$ cat src/rtl/rf_alu_seq.sv
// rf_alu_seq: instruction sequencer for the register-file/ALU datapath.
// Each accepted 32-bit word runs for one EXEC cycle and, for ALU and LDI,
// one WB cycle. The sequencer drives the datapath control lanes, registers
// the ALU zero/overflow results and counts retired instructions.
//
// state | meaning
// IDLE  | ready for a new word; in_ready = 1
// EXEC  | read ports and aluc driven; flags latched for ALU/CMP
// WB    | we = 1; s selects ALU result (ALU) or immediate (LDI)
module rf_alu_seq #(
    parameter int IMM_SEXT = 1,
    parameter int CNT_W    = 16
) (
    input  logic             clk,
    input  logic             rst,
    input  logic             in_valid,
    output logic             in_ready,
    input  logic [31:0]      in_instr,
    output logic [4:0]       ra,
    output logic [4:0]       rb,
    output logic [4:0]       rw,
    output logic             we,
    output logic             s,
    output logic [1:0]       aluc,
    output logic [31:0]      rd,
    input  logic             z,
    input  logic             v,
    output logic             z_flag,
    output logic             v_flag,
    output logic             done,
    output logic [CNT_W-1:0] retired
);

    typedef enum logic [1:0] {
        ST_IDLE = 2'd0,
        ST_EXEC = 2'd1,
        ST_WB   = 2'd2
    } state_t;

    localparam logic [1:0] OP_ALU = 2'b00;
    localparam logic [1:0] OP_LDI = 2'b01;
    localparam logic [1:0] OP_CMP = 2'b10;

    state_t             r_state;
    state_t             w_state_nxt;
    logic [31:0]        r_instr;
    logic               r_z_flag;
    logic               r_v_flag;
    logic               r_done;
    logic [CNT_W-1:0]   r_retired;

    logic               w_accept;
    logic               w_retire;
    logic               w_flag_upd;
    logic [1:0]         w_op;
    logic               w_is_alu_fmt;
    logic [15:0]        w_imm;
    logic [31:0]        w_imm_ext;

    assign w_op         = r_instr[31:30];
    assign w_is_alu_fmt = (w_op == OP_ALU) || (w_op == OP_CMP);
    assign w_imm        = r_instr[15:0];
    assign w_accept     = in_valid && in_ready;

    // Immediate extension selected at elaboration time.
    always_comb begin
        w_imm_ext = {16'h0000, w_imm};
        if (IMM_SEXT != 0) begin
            w_imm_ext = {{16{w_imm[15]}}, w_imm};
        end
    end

    // Next-state, retire and flag-capture decisions.
    always_comb begin
        w_state_nxt = r_state;
        w_retire    = 1'b0;
        w_flag_upd  = 1'b0;
        case (r_state)
            ST_IDLE: begin
                if (w_accept) begin
                    w_state_nxt = ST_EXEC;
                end
            end
            ST_EXEC: begin
                w_flag_upd = w_is_alu_fmt;
                if ((w_op == OP_ALU) || (w_op == OP_LDI)) begin
                    w_state_nxt = ST_WB;
                end else begin
                    w_state_nxt = ST_IDLE;
                    w_retire    = 1'b1;
                end
            end
            ST_WB: begin
                w_state_nxt = ST_IDLE;
                w_retire    = 1'b1;
            end
            default: begin
                w_state_nxt = ST_IDLE;
            end
        endcase
    end

    // Datapath control lanes decoded from the latched word only.
    always_comb begin
        in_ready = (r_state == ST_IDLE);
        we       = (r_state == ST_WB);
        s        = (r_state == ST_WB) && (w_op == OP_LDI);
        ra       = 5'd0;
        rb       = 5'd0;
        aluc     = 2'd0;
        rw       = 5'd0;
        rd       = w_imm_ext;
        if (w_is_alu_fmt) begin
            aluc = r_instr[29:28];
            ra   = r_instr[22:18];
            rb   = r_instr[17:13];
        end
        if (w_op == OP_ALU) begin
            rw = r_instr[27:23];
        end else if (w_op == OP_LDI) begin
            rw = r_instr[20:16];
        end
    end

    // State register; reset wins over a same-cycle accept.
    always_ff @(posedge clk) begin
        if (rst) begin
            r_state <= ST_IDLE;
        end else begin
            r_state <= w_state_nxt;
        end
    end

    // Instruction latch; the word is held until the next accept.
    always_ff @(posedge clk) begin
        if (rst) begin
            r_instr <= 32'h0000_0000;
        end else if (w_accept) begin
            r_instr <= in_instr;
        end
    end

    // Zero/overflow flags sampled at the end of EXEC for ALU and CMP.
    always_ff @(posedge clk) begin
        if (rst) begin
            r_z_flag <= 1'b0;
            r_v_flag <= 1'b0;
        end else if (w_flag_upd) begin
            r_z_flag <= z;
            r_v_flag <= v;
        end
    end

    // Retire pulse and wrapping retire counter.
    always_ff @(posedge clk) begin
        if (rst) begin
            r_done    <= 1'b0;
            r_retired <= '0;
        end else begin
            r_done <= w_retire;
            if (w_retire) begin
                r_retired <= r_retired + CNT_W'(1);
            end
        end
    end

    assign z_flag  = r_z_flag;
    assign v_flag  = r_v_flag;
    assign done    = r_done;
    assign retired = r_retired;

endmodule

$ cat config.mk
export PLATFORM = sky130hd
export DESIGN_NAME = rf_alu_seq
export DESIGN_NICKNAME = d
export VERILOG_FILES = /design/src/rtl/rf_alu_seq.sv
export SDC_FILE = /design/constraint.sdc
export NUM_CORES = 1
export LEC_CHECK = 0
export ABC_AREA = 1
export ABC_CLOCK_PERIOD_IN_PS = 1900
export BUFFER_PORTS_ARGS = -buffer_cell sky130_fd_sc_hd__clkbuf_2
export CAP_MARGIN = 20
export CORE_MARGIN = 1.5
export CORE_UTILIZATION = 40
export CTS_CLUSTER_DIAMETER = 60
export DETAILED_ROUTE_END_ITERATION = 8
export PLACE_DENSITY = 0.69
export SETUP_SLACK_MARGIN = 0.2
export SLEW_MARGIN = 25
export SYNTH_ARGS = -nofsm -noshare
export SYNTH_HDL_FRONTEND = slang
export SYNTH_SLANG_ARGS = --single-unit
$ cat constraint.sdc
create_clock -name clk -period 1.9 [get_ports clk]
set_input_delay 0.285 -clock clk [delete_from_list [all_inputs] [get_ports clk]]
set_output_delay 0.285 -clock clk [all_outputs]
set_load 0.02 [all_outputs]
[Yosys cells after proc, flatten, opt, wreduce, memory -nomap -nowiden]
Cells that the tools add are included.
Cells by class
  add/sub/neg operators: 1
  multipliers: 0
  divide/modulo/power cells: 0
  order comparisons: 0
  equal/unequal tests: 5
  shift operators: 0
  mux-type cells: 11
  bitwise operators: 0
  reductions and logical operators: 6
Operators by type and width (number)
  2-to-1 mux 5 bit: 4
  adder 16 x 1 -> 16 bit, second input constant: 1
  2-to-1 mux 2 bit: 3
  == test 2 x 1 -> 1 bit, second input constant: 2
  == test 2 bit, second input constant: 2
  zero test 2 bit: 2
  one-hot mux 2 bit (2 select lines): 1
  logical AND 1 bit: 2
  logical OR 1 bit: 2
  2-to-1 mux 1 bit: 2
  inequality test 2 x 1 -> 1 bit, second input constant: 1
  one-hot mux 1 bit (2 select lines): 1
Word-level totals
  register bits after elaboration: 53
  bits in latches: 0
  memory bits (writable): 0
  bits in read-only memories: 0
  output and inout port bits: 71
  logic and storage cells: 29
  memories: 0

[Longest topological paths before layout]
Gate-level depths: netlist of run 1.
  depth in word-level cells: 4
  mapped depth: 11
  depth with buffers taken out: 10

[Least setup slack after synthesis of run 1]
Ideal clock, no wire load.
  kind: register -> register
  start: reg r_state[0]
  end: reg r_retired[7] (netlist: retired[7])
  setup time: 0.113 ns
  data arrival time: 1.377 ns
  data required time: 1.787 ns
  path slack: 0.410 ns
  cell stages (with the launch flop): 11
  cells stage by stage: dfxtp_1 -> inv_1 -> ha_1 -> inv_1 -> nand2_2 -> nand2_2 -> buf_6 -> nor2_8 -> nand2_4 -> o21ai_1 -> nor2_1
On the way
  longest elaborated chain between the ends: 2
Ends and longest elaborated chain
  start, declared: line 44  | state_t r_state;
  start signal, assigned: line 130  | r_state <= w_state_nxt;
  == test 2 bit
  net we: line 22  | output logic we,
  one-hot mux 1 bit (2 select lines): line 78  | case (r_state)
  end signal, assigned: line 162  | r_retired <= r_retired + CNT_W'(1);
  end, declared: line 50  | logic [CNT_W-1:0] r_retired;
The timed path passes the listed nets, and every way through them passes these cells.
A chain may end at the register's enable or synchronous reset.

[Worst setup path after layout of run 1]
  start: reg r_instr[31]
  end: out rw[1]
On the way
  longest elaborated chain between the ends: 3
Ends and longest elaborated chain
  start, declared: line 46  | logic [31:0] r_instr;
  start signal, assigned: line 139  | r_instr <= in_instr;
  == test 2 x 1 -> 1 bit: line 120  | end else if (w_op == OP_LDI) begin
  2-to-1 mux 5 bit: line 120
  2-to-1 mux 5 bit *: line 118  | if (w_op == OP_ALU) begin
  end, declared: line 21  | output logic [4:0] rw,
Every way passes the cells marked *; elsewhere a longest branch is shown, timed or not.

==> run_results.csv, run 1 <==
group,metric,value,unit
global_routing,track_usage,0.170,
layout,n_antenna_cell,0,
detailed_routing,antenna_left,0,
sta,finalCritPeriodShare,0.854,
clock_network,clk_pin_slew_worst_paths,0.09,ns
die,design.core.area,6030,µm²
worst_setup_path,cp_data_arrival_time,1.34,ns
power,power_density,835,nW/µm²
global_routing,antenna_found_initial,0,
sta,timing.final.hold_violations,0,
global_routing,grt.overflow.total,0,
placed_design,place_congestion,0.821,
clock_network,insertion_delay,0.30,ns
sta,worst_pin_slew,0.310,ns
die,start_util,0.424,
worst_setup_path,cp_cell_sequence,"inv_2 -> nand2_1 -> o21ai_0 -> clkbuf_2",
clock_network,root_buffer,"clkbuf_8",
synth,synth_area_leaders,"dfxtp_1 42%, nor2_1 13%, buf_4 9.4%, o21ai_0 8.4%, inv_1 5.1%",
layout,fin_cells,504,
clock_network,cts_max_path_buffers,2,
layout,fill_cells,626,
sta,clock_skew,0.00469,ns
worst_setup_path,cp-startpoint,"r_instr[31]$_SDFFE_PP0P_",
global_routing,grt_pass1_vias,2221,
worst_setup_path,slowest_stage,"dfxtp_1",
clock_network,holdBufCountCts,0,
sta,setup_viol,0,
sta,maxSlewHeadroom,0.793,
worst_setup_path,reg2reg_from,"r_state[1]$_SDFFE_PP0P_",
worst_setup_path,worstSetupStartpointType,"flip-flop",
sta,fmax,0.616,GHz
worst_setup_path,slowest_delay,0.34,ns
die,die_w,82.9,µm
die,die_y,82.9,µm
global_routing,grt_pass1_wl,9.92,mm
power,leakage,1.47,nW
power,vdd_drop_max,355,µV
detailed_routing,drt-initial-drc-count,84,
synth,yosys.area.top_type,"dfxtp_1",
worst_setup_path,end_kind,"output pin",
sta,slew_viol_final,0,
synth,syn_inst,354,
layout,drive_gt1_frac,0.317,
synth,yosysSeqAreaShare,0.416,
detailed_routing,first_pass_iters,4,
clock_network,numCtsBuffers,5,
worst_setup_path,path_class,"reg2out",
clock_network,clkSinkCount,53,
die,rows,28,
synth,yosysWarnings,0,
placed_design,dp_cells,496,
synth,synthesis.nets,395,
sta,period_needed,1.62,ns
clock_network,postCtsSetupBuffers,0,
synth,postSynthAreaPerCell,7.21,µm²
global_routing,grt_start_max_net_pins,36,
sta,tns,0,ns
detailed_routing,wl_per_cell,11.2,µm
clock_network,cts_tree,"yes",
die,die_area,6870,µm²
placed_design,dp_hpwl,4.35,mm
detailed_routing,dr_total_vias,2388,
min_path,hp-class,"in2reg",
min_path,min-delay-start,"in_instr[10]",
sta,grt_setup_unrepaired,"true",
detailed_routing,totalWireLength,5.65,mm
layout,syn_to_final_growth,18.6,%
synth,netlist_area,2550,µm²
synth,ys_ff_latch,53,
die,ios,108,
synth,synth_cell_types,28,
placed_design,port_buffers,107,
detailed_routing,drc_errors,0,
run,max-cap-violations,0,
clock_network,htree_num_levels,2,
detailed_routing,via_per_inst,4.74,
sta,whs,0.236,ns
layout,fin_util,0.502,
status,status,"complete, no violations",
worst_setup_path,cp_max_fo,8,
synth,synth_top_cell_area_share,0.416,
layout,layout.nets,469,
worst_setup_path,worstPathRequired,1.62,ns
report_power, final:
group | switching (mW) | internal (mW)
Sequential | 0.0495 | 1.20
Clock | 0.358 | 0.296
Combinational | 0.419 | 0.207
Total | 0.827 | 1.70
metrics by stage:
step	total power [mW]	setup slack [ns]	cell area (µm²)
after floorplan	1.79	0.410	2550
after global placement	1.89	0.391	2920
after detailed placement	1.90	0.299	2920
after CTS	2.57	0.254	3010
after global routing	2.69	0.156	3030
final	2.53	0.277	3030
metal layers:
layer	part of all wire	wire, µm	global-route usage	vias to the layer above
li1	-	-	-	1238
met1	0.45	2540	0.208	1058
met2	0.47	2660	0.293	81
met3	0.064	359	0.0398	11
met4	0.015	87	0.0545	0
met5	0	0	0	-
what timing repair did:
| item | CTS | global route |
|---|---|---|
| cloned | 0 | 0 |
| gates resized for setup | 1 | 5 |
| endpoints found under the setup margin | 3 | 26 |
layout by cell type (no fill, tap or decap), drive strengths merged:
| cell | count |
|---|---|
| o21bai | 1 |
| ha | 4 |
| o21a | 1 |
| clkbuf | 113 |
| o21ai | 44 |
| buf | 5 |
| clkinvlp | 1 |
| nand2 | 32 |
| xor2 | 1 |
| nor2 | 89 |
| a211oi | 1 |
| inv | 35 |
| nand3 | 13 |
| and3 | 1 |
| nand4 | 4 |
| a21oi | 21 |
| clkinv | 3 |
| dfxtp | 53 |
| nor3 | 6 |
| or2 | 1 |
critical path: cells and delay by family, from the launching register on:
kind | cells | cell delay [ns]
flops | 1 | 0.34
buf+inv | 2 | 0.32
compound gates | 1 | 0.22
simple gates | 1 | 0.15
cells in the mapped netlist, drive strengths merged:
master,instances
nor3,6
nand3,13
nand4,4
o21bai,1
ha,4
nand2,32
and3,1
xor2,1
o21a,1
nor2,89
o21ai,44
dfxtp,53
inv,35
a21oi,21
or2,1
buf,39
a211oi,1
clkinv,2
clkbuf,6
final timing paths:
check / to / slack [ns] / depth (start not counted)
setup / recovery: rw[1] / 0.28 / 4
hold reg to reg: r_instr[21]$_SDFFE_PP0P_ / 0.46 / 2
hold / removal: r_instr[10]$_SDFFE_PP0P_ / 0.24 / 3
setup reg to reg: retired[8]$_SDFFE_PP0P_ / 0.37 / 8
sequential cells by signal, summed over array words and instances (netlist names):
name / flops
z_flag: 1
r_instr: 32
v_flag: 1
done: 1
retired: 16
r_state: 2
final cells by class:
class	instances	area, µm²	share of cell area
Clock buffer	6	82.6	0.0273
Clock inverter	2	13.8	0.00455
Inverter	37	143	0.0471
Multi-Input combinational cell	219	1060	0.350
Sequential cell	53	1060	0.351
Tap cell	75	93.8	0.0310
Timing Repair Buffer	112	573	0.189
cells by family (layout without fill, tap and decap cells):
kind of cell,after synthesis,after routing,share of synthesized area
and+or+nand+nor,146,146,0.247
buffers and inverters,82,157,0.174
AOI/OAI and AO/OA,68,68,0.141
DFF,53,53,0.416
adders and majority gates,4,4,0.0196
xor gates and xnor gates,1,1,0.00343
Note: power is estimated with default switching activity, not from simulation.
==> inputs of run 2 (changes only) <==
--- a/config.mk
+++ b/config.mk
@@ -6,7 +6,7 @@
 export NUM_CORES = 1
 export LEC_CHECK = 0
 export ABC_AREA = 1
-export ABC_CLOCK_PERIOD_IN_PS = 1900
+export ABC_CLOCK_PERIOD_IN_PS = 1500
 export BUFFER_PORTS_ARGS = -buffer_cell sky130_fd_sc_hd__clkbuf_2
 export CAP_MARGIN = 20
 export CORE_MARGIN = 1.5
==> constraint.sdc (replaced) <==
create_clock -name clk -period 1.5 [get_ports clk]
set_input_delay 0.225 -clock clk [delete_from_list [all_inputs] [get_ports clk]]
set_output_delay 0.225 -clock clk [all_outputs]
set_load 0.02 [all_outputs]
==> run 2 against run 1 <==
Against the previous run: sequential power up 27%; via count grew 3.7%; largest cell class is now multi-input gates; first-iteration DRC count up 36%; critical path type is now reg2reg; final cell count rose by 3.4%; combinational power increased by 90%; sequential share of layout area down 5.9 points; setup slack got worse by 0.19 ns; routed wire length increased by 17%; critical path depth up 4; largest power group unchanged; sequential cell count unchanged.
==> run_results.csv, run 2 (synthesis gave the netlist of run 1 again) <==
group,metric,value,unit
worst_setup_path,worstPathRequired,1.74,ns
die,design.core.area,6030,µm²
global_routing,grt_pass1_vias,2296,
power,intPower,2.35,mW
power,clkPwrFrac,0.216,
worst_setup_path,worstSetupStartpointType,"flip-flop",
power,combinationalPowerShare,0.336,
clock_network,htree_num_levels,2,
global_routing,grt_pass1_wl,10.3,mm
die,die_area,6870,µm²
power,power.share.switching,0.337,
layout,fin_cells,521,
sta,timing.final.hold_violations,0,
global_routing,grt.overflow.total,0,
global_routing,track_usage,0.178,
placed_design,dp_slack,0.0151,ns
clock_network,numCtsBuffers,5,
sta,clock_skew,0.00557,ns
sta,fmax,0.707,GHz
layout,syn_to_final_growth,45.4,%
status,status,"complete, no violations",
worst_setup_path,path_class,"reg2reg",
die,die_y,82.9,µm
die,die_w,82.9,µm
min_path,hp-class,"in2reg",
placed_design,port_buffers,107,
sta,finalCritPeriodShare,0.943,
clock_network,root_buffer,"clkbuf_8",
sta,grt_setup_unrepaired,"true",
placed_design,dp_cells,500,
power,power_density,957,nW/µm²
power,p_total,3.55,mW
placed_design,place_congestion,0.862,
detailed_routing,drt-initial-drc-count,114,
layout,fin_util,0.616,
worst_setup_path,cp_max_fo,4,
sta,worst_pin_slew,0.318,ns
layout,final_cell_mix,"86 x clkbuf_2, 68 x nor2_1, 46 x dfxtp_1",
clock_network,cts_tree,"yes",
worst_setup_path,cp_cell_sequence,"inv_4 -> ha_4 -> inv_2 -> a21oi_4 -> nand2_2 -> buf_4 -> xor2_1 -> nor2_1",
layout,largest_reg_flops,32,
sta,maxSlewHeadroom,0.787,
worst_setup_path,slowest_delay,0.38,ns
layout,regMostFlops,"r_instr",
layout,fill_cells,516,
detailed_routing,wl_per_cell,12.6,µm
sta,setup_viol,0,
layout,n_antenna_cell,0,
worst_setup_path,cp_data_arrival_time,1.66,ns
detailed_routing,drc_errors,0,
global_routing,antenna_found_initial,0,
sta,period_needed,1.41,ns
detailed_routing,first_pass_iters,4,
run,max-cap-violations,0,
power,vdd_drop_max,442,µV
clock_network,clk_pin_slew_worst_paths,0.09,ns
layout,mostFrequentLayoutCell,"clkbuf_2",
power,pwr-share-seq,0.448,
sta,slew_viol_final,0,
detailed_routing,via_per_inst,4.75,
clock_network,holdBufCountCts,0,
placed_design,dp_hpwl,4.39,mm
detailed_routing,dr_total_vias,2477,
layout,drive_gt1_frac,0.462,
clock_network,cts_max_path_buffers,2,
worst_setup_path,end_kind,"flip-flop",
detailed_routing,antenna_left,0,
global_routing,grt_start_max_net_pins,40,
sta,setup_ws,0.0861,ns
die,rows,28,
worst_setup_path,slowest_stage,"dfxtp_4",
die,start_util,0.424,
power,leakage,1.66,nW
detailed_routing,totalWireLength,6.58,mm
clock_network,insertion_delay,0.30,ns
die,ios,108,
clock_network,clkSinkCount,53,
power,power.switching,1.20,mW
layout,layout.nets,486,
-- run 2: final timing paths --
path	slack, ns	from	to	cells past startpoint
worst max-delay path	0.09	r_state[0]$_SDFFE_PP0P_	retired[6]$_SDFFE_PP0P_	8
worst min register to register	0.49	r_instr[2]$_SDFFE_PP0P_	r_instr[2]$_SDFFE_PP0P_	2
worst min-delay path	0.17	in_instr[26]	r_instr[26]$_SDFFE_PP0P_	3
worst max register to register	0.09	r_state[0]$_SDFFE_PP0P_	retired[6]$_SDFFE_PP0P_	8
-- run 2: repair_timing --
item / 4_1_cts / 5_1_grt
endpoints found under the setup margin: 34 / 80
pin swaps: 24 / 17
endpoints found under the hold margin: 0 / 0
resized for setup: 69 / 98
cloned: 1 / 1
buffers inserted: 7 / 4
-- run 2: layer usage --
metal | share of wire | vias to the layer above | routed length [µm] | global-route usage
met5 | 0 | - | 0 | 0
met4 | 0.012 | 0 | 82 | 0.0485
met3 | 0.068 | 10 | 450 | 0.0477
met2 | 0.51 | 88 | 3360 | 0.305
met1 | 0.41 | 1108 | 2690 | 0.219
li1 | - | 1271 | - | -
-- run 2: stage by stage --
| step | setup TNS, ns | instance area [µm²] | hold WS, ns |
|---|---|---|---|
| 6_report | 0 | 3710 | 0.167 |
| 5_1_grt | -0.00930 | 3710 | 0.166 |
| 4_1_cts | 0 | 3350 | 0.158 |
| 3_5_place_dp | 0 | 3010 | 0.446 |
| 3_3_place_gp | 0 | 3010 | 0.437 |
| 2_1_floorplan | 0 | 2590 | 0.380 |
-- run 2: critical path, delay by kind of cell (launching register included) --
family	cells	cell delay [ns]
flops	1	0.38
fa+ha+maj	1	0.26
buf+inv	3	0.23
compound gates	1	0.19
simple gates	2	0.17
xor+xnor	1	0.13
-- run 2: power by group through the flow --
stage | registers, mW | logic [mW] | clock network (mW)
detailed placement | 1.61 | 0.850 | 0
global placement | 1.60 | 0.837 | 0
CTS | 1.58 | 0.983 | 0.812
global route | 1.61 | 1.29 | 0.873
floorplan | 1.62 | 0.665 | 0
finish | 1.59 | 1.19 | 0.767
-- run 2: final cells by class --
class / instances / area (µm²) / area share
multi-input combinational: 219 / 1370 / 0.370
sequential: 53 / 1080 / 0.292
timing repair buffer: 129 / 926 / 0.249
inverter: 37 / 154 / 0.0415
tap: 75 / 93.8 / 0.0253
clock buffer: 6 / 72.6 / 0.0195
clock inverter: 2 / 10.0 / 0.00270
